===== src/rtl/tick_timer.sv =====
// Programmable interval timer counting one of three external tick strobes or raw refclk cycles.
// Define TICK_TIMER_OVERRUN_EN to build the sticky overrun flag; otherwise overrun is tied low.
module tick_timer #(
    parameter int WIDTH = 16
) (
    input  logic             refclk,
    input  logic             rst_n,
    input  logic             uS_Flag,
    input  logic             mS_Flag,
    input  logic             hundredmS_Flag,
    input  logic [1:0]       tb_sel,
    input  logic [WIDTH-1:0] load_val,
    input  logic             periodic,
    input  logic             start,
    input  logic             stop,
    input  logic             ack,
    output logic             busy,
    output logic [WIDTH-1:0] count,
    output logic             expire,
    output logic             pending,
    output logic             overrun
);

    typedef enum logic {IDLE, RUN} timerState_t;

    timerState_t      state, stateNext;
    logic [WIDTH-1:0] countReg, countNext;
    logic [WIDTH-1:0] reloadReg, reloadNext;
    logic [1:0]       tbSelReg, tbSelNext;
    logic             periodicReg, periodicNext;
    logic             expireReg, expireNext;
    logic             pendingReg;
    logic             tickSel;

    always_comb begin
        tickSel = 1'b0;
        case (tbSelReg)
            2'd0:    tickSel = uS_Flag;
            2'd1:    tickSel = mS_Flag;
            2'd2:    tickSel = hundredmS_Flag;
            default: tickSel = 1'b1;
        endcase
    end

    // A one-shot expiry leaves count at 0 in RUN for the expire cycle, then drops to IDLE.
    always_comb begin
        stateNext    = state;
        countNext    = countReg;
        reloadNext   = reloadReg;
        tbSelNext    = tbSelReg;
        periodicNext = periodicReg;
        expireNext   = 1'b0;
        if (stop) begin
            stateNext = IDLE;
            countNext = '0;
        end else if (start && (load_val != '0)) begin
            stateNext    = RUN;
            countNext    = load_val;
            reloadNext   = load_val;
            tbSelNext    = tb_sel;
            periodicNext = periodic;
        end else if (state == RUN) begin
            if (countReg == '0) begin
                stateNext = IDLE;
            end else if (tickSel) begin
                if (countReg == WIDTH'(1)) begin
                    expireNext = 1'b1;
                    countNext  = periodicReg ? reloadReg : '0;
                end else begin
                    countNext = countReg - WIDTH'(1);
                end
            end
        end
    end

    always_ff @(posedge refclk) begin
        if (!rst_n) begin
            state       <= IDLE;
            countReg    <= '0;
            reloadReg   <= '0;
            tbSelReg    <= 2'd0;
            periodicReg <= 1'b0;
            expireReg   <= 1'b0;
            pendingReg  <= 1'b0;
        end else begin
            state       <= stateNext;
            countReg    <= countNext;
            reloadReg   <= reloadNext;
            tbSelReg    <= tbSelNext;
            periodicReg <= periodicNext;
            expireReg   <= expireNext;
            if (expireReg) begin
                pendingReg <= 1'b1;
            end else if (ack) begin
                pendingReg <= 1'b0;
            end
        end
    end

`ifdef TICK_TIMER_OVERRUN_EN
    logic overrunReg;

    // An expiry that lands while the previous one is still unacknowledged is an overrun.
    always_ff @(posedge refclk) begin
        if (!rst_n) begin
            overrunReg <= 1'b0;
        end else if (expireReg && pendingReg && !ack) begin
            overrunReg <= 1'b1;
        end else if (ack) begin
            overrunReg <= 1'b0;
        end
    end

    assign overrun = overrunReg;
`else
    assign overrun = 1'b0;
`endif

    assign busy    = (state == RUN);
    assign count   = countReg;
    assign expire  = expireReg;
    assign pending = pendingReg;

endmodule


===== config.mk =====
export PLATFORM = sky130hd
export DESIGN_NAME = tick_timer
export DESIGN_NICKNAME = d
export VERILOG_FILES = /design/src/rtl/tick_timer.sv
export SDC_FILE = /design/constraint.sdc
export NUM_CORES = 1
export LEC_CHECK = 0
export ABC_AREA = 1
export BUFFER_PORTS_ARGS = -buffer_cell sky130_fd_sc_hd__clkbuf_2
export CAP_MARGIN = 20
export CORE_UTILIZATION = 50
export DETAILED_ROUTE_END_ITERATION = 10
export PLACE_DENSITY_LB_ADDON = 0.3
export SLEW_MARGIN = 30
export SYNTH_ARGS = -nofsm -noshare
export SYNTH_HDL_FRONTEND = slang
export SYNTH_SLANG_ARGS = --single-unit

===== constraint.sdc =====
create_clock -name refclk -period 1.55 [get_ports refclk]
set_input_delay 0.0775 -clock refclk [delete_from_list [all_inputs] [get_ports refclk]]
set_output_delay 0.0775 -clock refclk [all_outputs]
set_load 0.05 [all_outputs]

# Yosys cells after proc, flatten, opt, wreduce, memory -nomap -nowiden
# Cells that the tools add are included.
# word_totals
register_bits	38
in_bits	27
output_inout_bits	20
wordCells	40
# op_classes
n_addsub	1
n_eq_ne	4
muxes	13
bitwise_logic	4
reduce_logical	11
# ops
op	n
$mux 16	6
$eq 16x1->1 const B	1
$logic_not 16->1	1
$reduce_bool 16->1	1
$sub 16x1->16 const B	1
$mux 1	6
$reduce_bool 2->1	3
$reduce_or 6->1	1
$not 1->1	4
$pmux 1 s3	1
$reduce_and 3->1	1
$eq 2x1->1 const B	1
$eq 2x2->1 const B	1
$logic_not 2->1	1
$ne 2x2->1 const B	1
$reduce_and 2->1	1
$reduce_or 2->1	1
$logic_and 1x1->1	1

# Longest topological paths before layout
# Gate-level depths: netlist (run 1).
# depth
depth_word	6
mapped_depth	12
depth_no_buf	12

# Worst setup path before layout (run 1)
# No wires, ideal clock.
# synth_timing
path_kind	reg2reg
from	register countReg[0], in the netlist count[0]
to	register countReg[0], in the netlist count[0]
setup_ps	117
arrival_time_ps	1831
t_required_ps	1433
setup_slack_ps	-398
path_stages_with_launch	11
path_buffers	0
synth_period_minus_slack_ps	1948
path_cell_list	dfxtp_1 > inv_1 > ha_1 > nand2_4 > nor2_8 > nand2_4 > nand3_4 > nor2_2 > inv_2 > nor2_1 > nor2_1
# synth_between
elab_chain_cells	6
elab_cells_between_ends	10
cone_classes	1 x add/sub; 2 x eq/ne; 5 x mux; 2 x reduce/logical
# synth_rtl
item	line	source
from (decl)	27	logic [WIDTH-1:0] countReg, countNext;
from (signal assigned)	87	countReg <= countNext;
$sub 16x1->16 / $eq 16x1->1 (equally long branches)	70, 66	
$mux 16	66	if (countReg == WIDTH'(1)) begin
$mux 16	65	end else if (tickSel) begin
$mux 16	63	if (countReg == '0) begin
$mux 16	62	end else if (state == RUN) begin
$mux 16	56	end else if (start && (load_val != '0)) begin
# Parallel ways exist; a longest one is shown, timed or not. The select of a mux whose other input is x is not followed.
# A chain may end at the register's enable or synchronous reset.

# Worst setup path after layout (run 1)
# layout_timing
from	register countReg[0], in the netlist count[0]
to	register countReg[5], in the netlist count[5]
# The elaborated chain is that of the path after synthesis.

==> results of run 1 <==
[power groups by stage]
stage	sequential (mW)	combinational, mW	clock (mW)
after floorplan	1.15	0.427	0
after global placement	1.09	0.660	0
after detailed placement	1.09	0.674	0
after CTS	1.07	0.683	0.728
after global routing	1.08	0.891	0.763
final	1.07	0.829	0.719
[flip-flops by register name (all words and copies together), names as in the netlist]
| name | count |
|---|---|
| periodicReg | 1 |
| busy | 1 |
| expire | 1 |
| pending | 1 |
| count | 16 |
| reloadReg | 16 |
| tbSelReg | 2 |
[worst max-delay path, cell delays in order (launching register included)]
cell	delay (ns)
dfxtp_4	0.40
inv_4	0.05
ha_4	0.17
nand2_4	0.09
nor2_8	0.04
nand2_4	0.07
nand3_4	0.16
nor2_4	0.18
clkinv_4	0.13
nor2_2	0.14
nor2_1	0.05
[logic make-up (layout without fill, tap and decap cells)]
family          count (synthesis)  in the layout  synth area share
simple gates                  198            200             0.412
compound gates                 56             56             0.143
buf+inv                        49            116            0.0957
flops                          38             38             0.325
xor+xnor                        3              3            0.0112
fa+ha+maj                       2              2            0.0107
other cells                     1              1           0.00160
[synth_stat cells, drive strengths merged]
| library cell | instances |
|---|---|
| xor2 | 2 |
| ha | 2 |
| buf | 8 |
| nand3b | 6 |
| inv | 39 |
| or2 | 5 |
| conb | 1 |
| o21bai | 2 |
| a211oi | 7 |
| nor3 | 4 |
| nand3 | 30 |
| nor2 | 67 |
| o21ai | 18 |
| dfxtp | 38 |
| clkinv | 1 |
| nand2 | 85 |
| clkbuf | 1 |
| o211ai | 4 |
| o22ai | 2 |
| xnor2 | 1 |
| a21oi | 23 |
| nand4 | 1 |
[metal layers]
metal,vias to the layer above,track usage,routed length [um]
met4,0,0.102,291
met3,31,0.0534,466
met5,-,0,0
li1,1249,-,-
met2,136,0.434,3480
met1,1216,0.372,3160
[worst max path at each step]
stage | from | slack, ns | to
2_1_floorplan | count[4] | 0.01 | count[15]
3_3_place_gp | count[1] | 0.03 | count[9]
3_5_place_dp | count[1] | -0.0001 | count[13]
4_1_cts | count[4] | -0.006 | count[15]
5_1_grt | count[6] | -0.14 | count[7]
6_report | count[0] | -0.04 | count[5]
[stage by stage]
stage | power, mW | hold slack [ns] | setup slack, ns | std cells | setup TNS, ns
floorplan | 1.58 | 0.216 | 0.0107 | 347 | 0
global placement | 1.75 | 0.348 | 0.0322 | 449 | 0
detailed placement | 1.76 | 0.361 | -0.000103 | 449 | -0.000103
CTS | 2.48 | 0.0591 | -0.00565 | 457 | -0.00565
global route | 2.73 | 0.0904 | -0.137 | 468 | -1.56
finish | 2.62 | 0.0635 | -0.0420 | 468 | -0.300
[final cells by class]
cell class                      count  area share
Multi-Input combinational cell    262       0.503
Sequential cell                    38       0.254
Timing Repair Buffer               68       0.140
Inverter                           40      0.0526
Clock buffer                        7      0.0279
Tap cell                           52      0.0210
Clock inverter                      1     0.00162
[what timing repair did]
action / in CTS / in global routing
setup endpoints to repair: 4 / 16
buffers inserted: 0 / 9
gates cloned: 0 / 2
gates resized for setup: 1 / 54
pin swaps: 1 / 24
hold buffers: 0 / 0
==> key figures, run 1 <==
Route
  – Wire length per cell: 15.8 um
  – WL final: 7.41 mm
  – DRT iter0 DRCs: 296
  – DR pass1 iterations: 5
  – Final ANT Viol Nets: 0
  – Routed via count: 2632
  – DRC: 0
  – Vias per cell: 5.62

Min path
  – Worst hold start: tb_sel[0]
  – Hold depth: 3
  – Hold endpoint: tbSelReg[0]
  – Worst hold path class: primary input to flip-flop

Logic synthesis
  – Dominant cells by area after synthesis: dfxtp_1 33%, nand2_1 12%, nor2_1 9.1%
  – Syn avg cell area: 6.74 um^2
  – Register area share after synthesis: 0.325
  – #FFs+latches synth: 38
  – Cell Area, Synth: 2340 um^2
  – Synth Warn #: 0
  – Net Count, Synth: 376
  – Syn Inst Count: 347
  – Synth top area share: 0.325
  – Distinct cell type count after synthesis: 33
  – Largest area contributor in the netlist: dfxtp_1

STA
  – RSZ-0062 raised after global routing: true
  – Max Clk Rate: 628 MHz
  – Minimum clock period: 1.59 ns
  – Final setup margin: -0.0420 ns
  – Fin. Hold Viols: 0
  – Fin. max-slew vios: 0
  – Final period util: 1.03
  – Fin Clk Skew: 0.00902 ns
  – Setup Viol. Count Final: 12

Global route
  – Vias in the first global route: 2298
  – Total grt overflow: 0
  – Antenna violations before repair: 0
  – First-pass GRT wire length: 10.8 mm
  – Largest net degree at the start of global routing: 24
  – Gr usage total: 0.276

Run status
  – Failing checks: setup timing
  – Status: finished with violations

Job
  – Maxcap violations: 0

Clocking
  – CTS sink cnt: 38
  – Clock-pin slew on the worst setup and hold paths: 0.08 ns
  – Worst skew pair latency: 0.30 ns
  – Num CTS Buffers: 5
  – CTS tree: yes
  – Root Buffer: clkbuf_8
  – H-tree Lvls: 2
  – Clk buf depth: 2

Pwr
  – Switching pwr: 934 uW
  – Leak: 1.46 nW
  – Maximum vdd drop: 0.441 mV
  – Power Density: 847 nW/um^2
  – Gate power share: 0.316
  – Pint: 1.69 mW
  – Sequential Power Share: 0.410
  – Clk network pwr share: 0.274
  – Switching Fraction: 0.356

Die
  – Die area: 4960 um^2
  – Die W: 70.4 um
  – I/O Pins: 47
  – Die H: 70.4 um
  – Initial Util: 0.530
  – Area of the core: 4410 um^2
  – Row count: 24

Placed design
  – Dpl hpwl: 4.86 mm
  – Routability Congestion: 0.888
  – Placed Area: 2720 um^2
  – Port bufs: 45

Layout
  – Final core utilization: 0.701
  – Design Area, Final: 3090 um^2
  – Multi-input gate area: 1560 um^2
  – Proportion of layout cells with a drive suffix above 1: 0.380
  – Commonest cells after routing, fill and taps aside: 66 x nand2_1, 48 x nor2_1, 45 x clkbuf_2, 34 x inv_1, 25 x nand3_1
  – Synth-to-Final Area Change: 32.2%
  – Fillers: 364
  – Commonest non-fill, non-tap cell in the layout: nand2_1
  – FF+latch area: 786 um^2
  – Antenna Cells: 0
  – Nets: 444

Worst setup path
  – Crit path DAT: 1.78 ns
  – Crit Path Category: flip-flop to flip-flop
  – Reg2Reg Launch Point: count[0]
  – R2R Setup Slk: -0.04 ns
  – R2r worst-path depth: 10
  – CP endpoint kind: flip-flop
  – Worst setup SP type: flip-flop
  – Crit Path Max Fanout: 8
  – Reg2reg end: count[5]
  – CP required: 1.74 ns
Power figures use the tool's default switching activity.
==> run 2: changes to the inputs <==
--- a/config.mk
+++ b/config.mk
@@ -8,6 +8,7 @@
 export ABC_AREA = 1
 export BUFFER_PORTS_ARGS = -buffer_cell sky130_fd_sc_hd__clkbuf_2
 export CAP_MARGIN = 20
+export CORE_ASPECT_RATIO = 0.6
 export CORE_UTILIZATION = 50
 export DETAILED_ROUTE_END_ITERATION = 10
 export PLACE_DENSITY_LB_ADDON = 0.3
==> run 2 against run 1 <==
The flow still finishes with violations (setup timing). Total power increased by 5.6%. Hold slack got worse by 0.011 ns. Clock skew about the same. First-iteration DRC count increased by 10%. Largest power group unchanged.
==> key figures, run 2 (synthesis results as in run 1) <==
Layout
  – Antenna Cells: 0
  – Synth-to-Final Area Change: 34.5%
  – Commonest cells after routing, fill and taps aside: 70 x nand2_1, 52 x nor2_1, 45 x clkbuf_2, 34 x inv_1, 30 x buf_4
  – Layout Cells excl Fill: 486
  – Proportion of layout cells with a drive suffix above 1: 0.371
  – Nets: 454
  – Commonest non-fill, non-tap cell in the layout: nand2_1

Route
  – Met2 routed wirelength: 3.06 mm
  – Met1 Wirelength: 3.50 mm
  – Wire length per cell: 15.5 um
  – Highest metal used: met4
  – Routed via count: 2682
  – DRT iter0 DRCs: 327
  – DR pass1 iterations: 5
  – WL final: 7.55 mm
  – Final ANT Viol Nets: 0
  – DRC: 0
  – Metal3 WL: 880 um
  – Vias per cell: 5.52

Pwr
  – Tot Pwr: 2.77 mW
  – Gate power share: 0.300
  – Switching Fraction: 0.347
  – Pint: 1.81 mW
  – Maximum vdd drop: 0.497 mV
  – Clk network pwr share: 0.316
  – Sequential Power Share: 0.384
  – Leak: 1.49 nW
  – Switching pwr: 961 uW
  – Power Density: 879 nW/um^2

Die
  – Die area: 4970 um^2
  – Die W: 90.3 um
  – Row count: 18
  – I/O Pins: 47
  – Die H: 55.0 um
  – Initial Util: 0.544
  – Area of the core: 4300 um^2

Run status
  – Failing checks: setup timing
  – Status: finished with violations

STA
  – Minimum clock period: 1.61 ns
  – Fin. Hold Viols: 0
  – Fin Clk Skew: 0.00886 ns
  – Max Clk Rate: 621 MHz
  – Fin. max-slew vios: 0
  – Final period util: 1.04
  – RSZ-0062 raised after global routing: true
  – Final setup margin: -0.0606 ns
  – Setup Viol. Count Final: 3
  – Setup TNS: -0.112 ns

Global route
  – Gr usage total: 0.292
  – Antenna violations before repair: 0
  – Vias in the first global route: 2178
  – Total grt overflow: 0
  – First-pass GRT wire length: 10.8 mm
  – Largest net degree at the start of global routing: 18

Worst setup path
  – CP required: 1.73 ns
  – Reg2Reg Launch Point: count[0]
  – R2R Setup Slk: -0.06 ns
  – Crit Path Max Fanout: 8
  – R2r worst-path depth: 9
  – CP endpoint kind: flip-flop
  – Reg2reg end: count[15]
  – Worst setup SP type: flip-flop
  – Crit Path Category: flip-flop to flip-flop
  – Crit path DAT: 1.79 ns

Placed design
  – Port bufs: 45
  – Dpl hpwl: 5.35 mm
  – Routability Congestion: 0.892
  – Dpl cells: 471

Clocking
  – Worst skew pair latency: 0.30 ns
  – Root Buffer: clkbuf_8
  – Hold buffer count at cts: 0
  – Clk buf depth: 2
  – Num CTS Buffers: 5
  – CTS tree: yes
  – CTS sink cnt: 38
  – H-tree Lvls: 2
  – Clock-pin slew on the worst setup and hold paths: 0.09 ns

Min path
  – Hold depth: 3
  – Hold endpoint: reloadReg[13]
  – Worst hold path class: primary input to flip-flop
  – Worst hold start: load_val[13]

Job
  – Maxcap violations: 0
-- run 2: cell count changes in the layout (fill, tap and decap cells not counted), moves of 3 or more --
cell | previous run | this run
buf_4 | 19 | 30
o21ai_1 | 5 | 1
nor2_1 | 48 | 52
nand2_1 | 66 | 70
o21ai_0 | 12 | 16
nand2_2 | 12 | 9
nand2_4 | 7 | 3
-- run 2: layer usage --
metal	track usage	up-vias
met5	0	-
met4	0.0780	0
met3	0.0656	12
met2	0.422	192
met1	0.432	1205
li1	-	1273
-- run 2: repair_timing --
item,in CTS,in global routing
cloned,0,1
resized for setup,2,36
setup endpoints to repair,4,16
buffers inserted,0,6
pin swaps,1,12
-- run 2: worst max-delay path, stage by stage, from the launching register on --
cell	delay, ns
dfxtp_4	0.40
ha_2	0.18
nand2_2	0.07
nor2_4	0.20
nand2_8	0.12
buf_4	0.16
nand3_1	0.10
nand2_1	0.07
nand2_1	0.10
a21oi_1	0.08
-- run 2: layout make-up --
cell class	instances	area, um^2
multi-input cells	261	1500
fillers	365	1150
flip-flops and latches	38	791
repair buffers	79	504
well taps	60	75.1
inverters	40	160
clock buffers	5	68.8
clock inverters	3	45.0
-- run 2: power by group through the flow --
stage / combinational, mW / sequential (mW) / clock [mW]
2_1_floorplan: 0.427 / 1.15 / 0
3_3_place_gp: 0.703 / 1.08 / 0
3_5_place_dp: 0.716 / 1.08 / 0
4_1_cts: 0.727 / 1.06 / 0.873
5_1_grt: 0.894 / 1.07 / 0.911
6_report: 0.830 / 1.06 / 0.875
-- run 2: how the worst max path moves through the flow --
stage | start | end | slack, ns | cells after the start
2_1_floorplan | count[4] | count[15] | 0.01 | 11
3_3_place_gp | count[2] | count[8] | 0.02 | 12
3_5_place_dp | count[0] | count[7] | -0.006 | 12
4_1_cts | count[0] | count[15] | 0.002 | 11
5_1_grt | count[0] | count[12] | -0.12 | 9
6_report | count[0] | count[15] | -0.06 | 9
-- run 2: metrics by stage --
stage	hold WS (ns)	setup WS (ns)	utilization	instance area [um^2]
after floorplan	0.216	0.0107	-	2380
after global placement	0.356	0.0231	0.658	2830
after detailed placement	0.368	-0.00587	0.658	2830
after CTS	0.0487	0.00214	0.687	2960
after global routing	0.0584	-0.116	0.732	3150
final	0.0527	-0.0606	0.732	3150
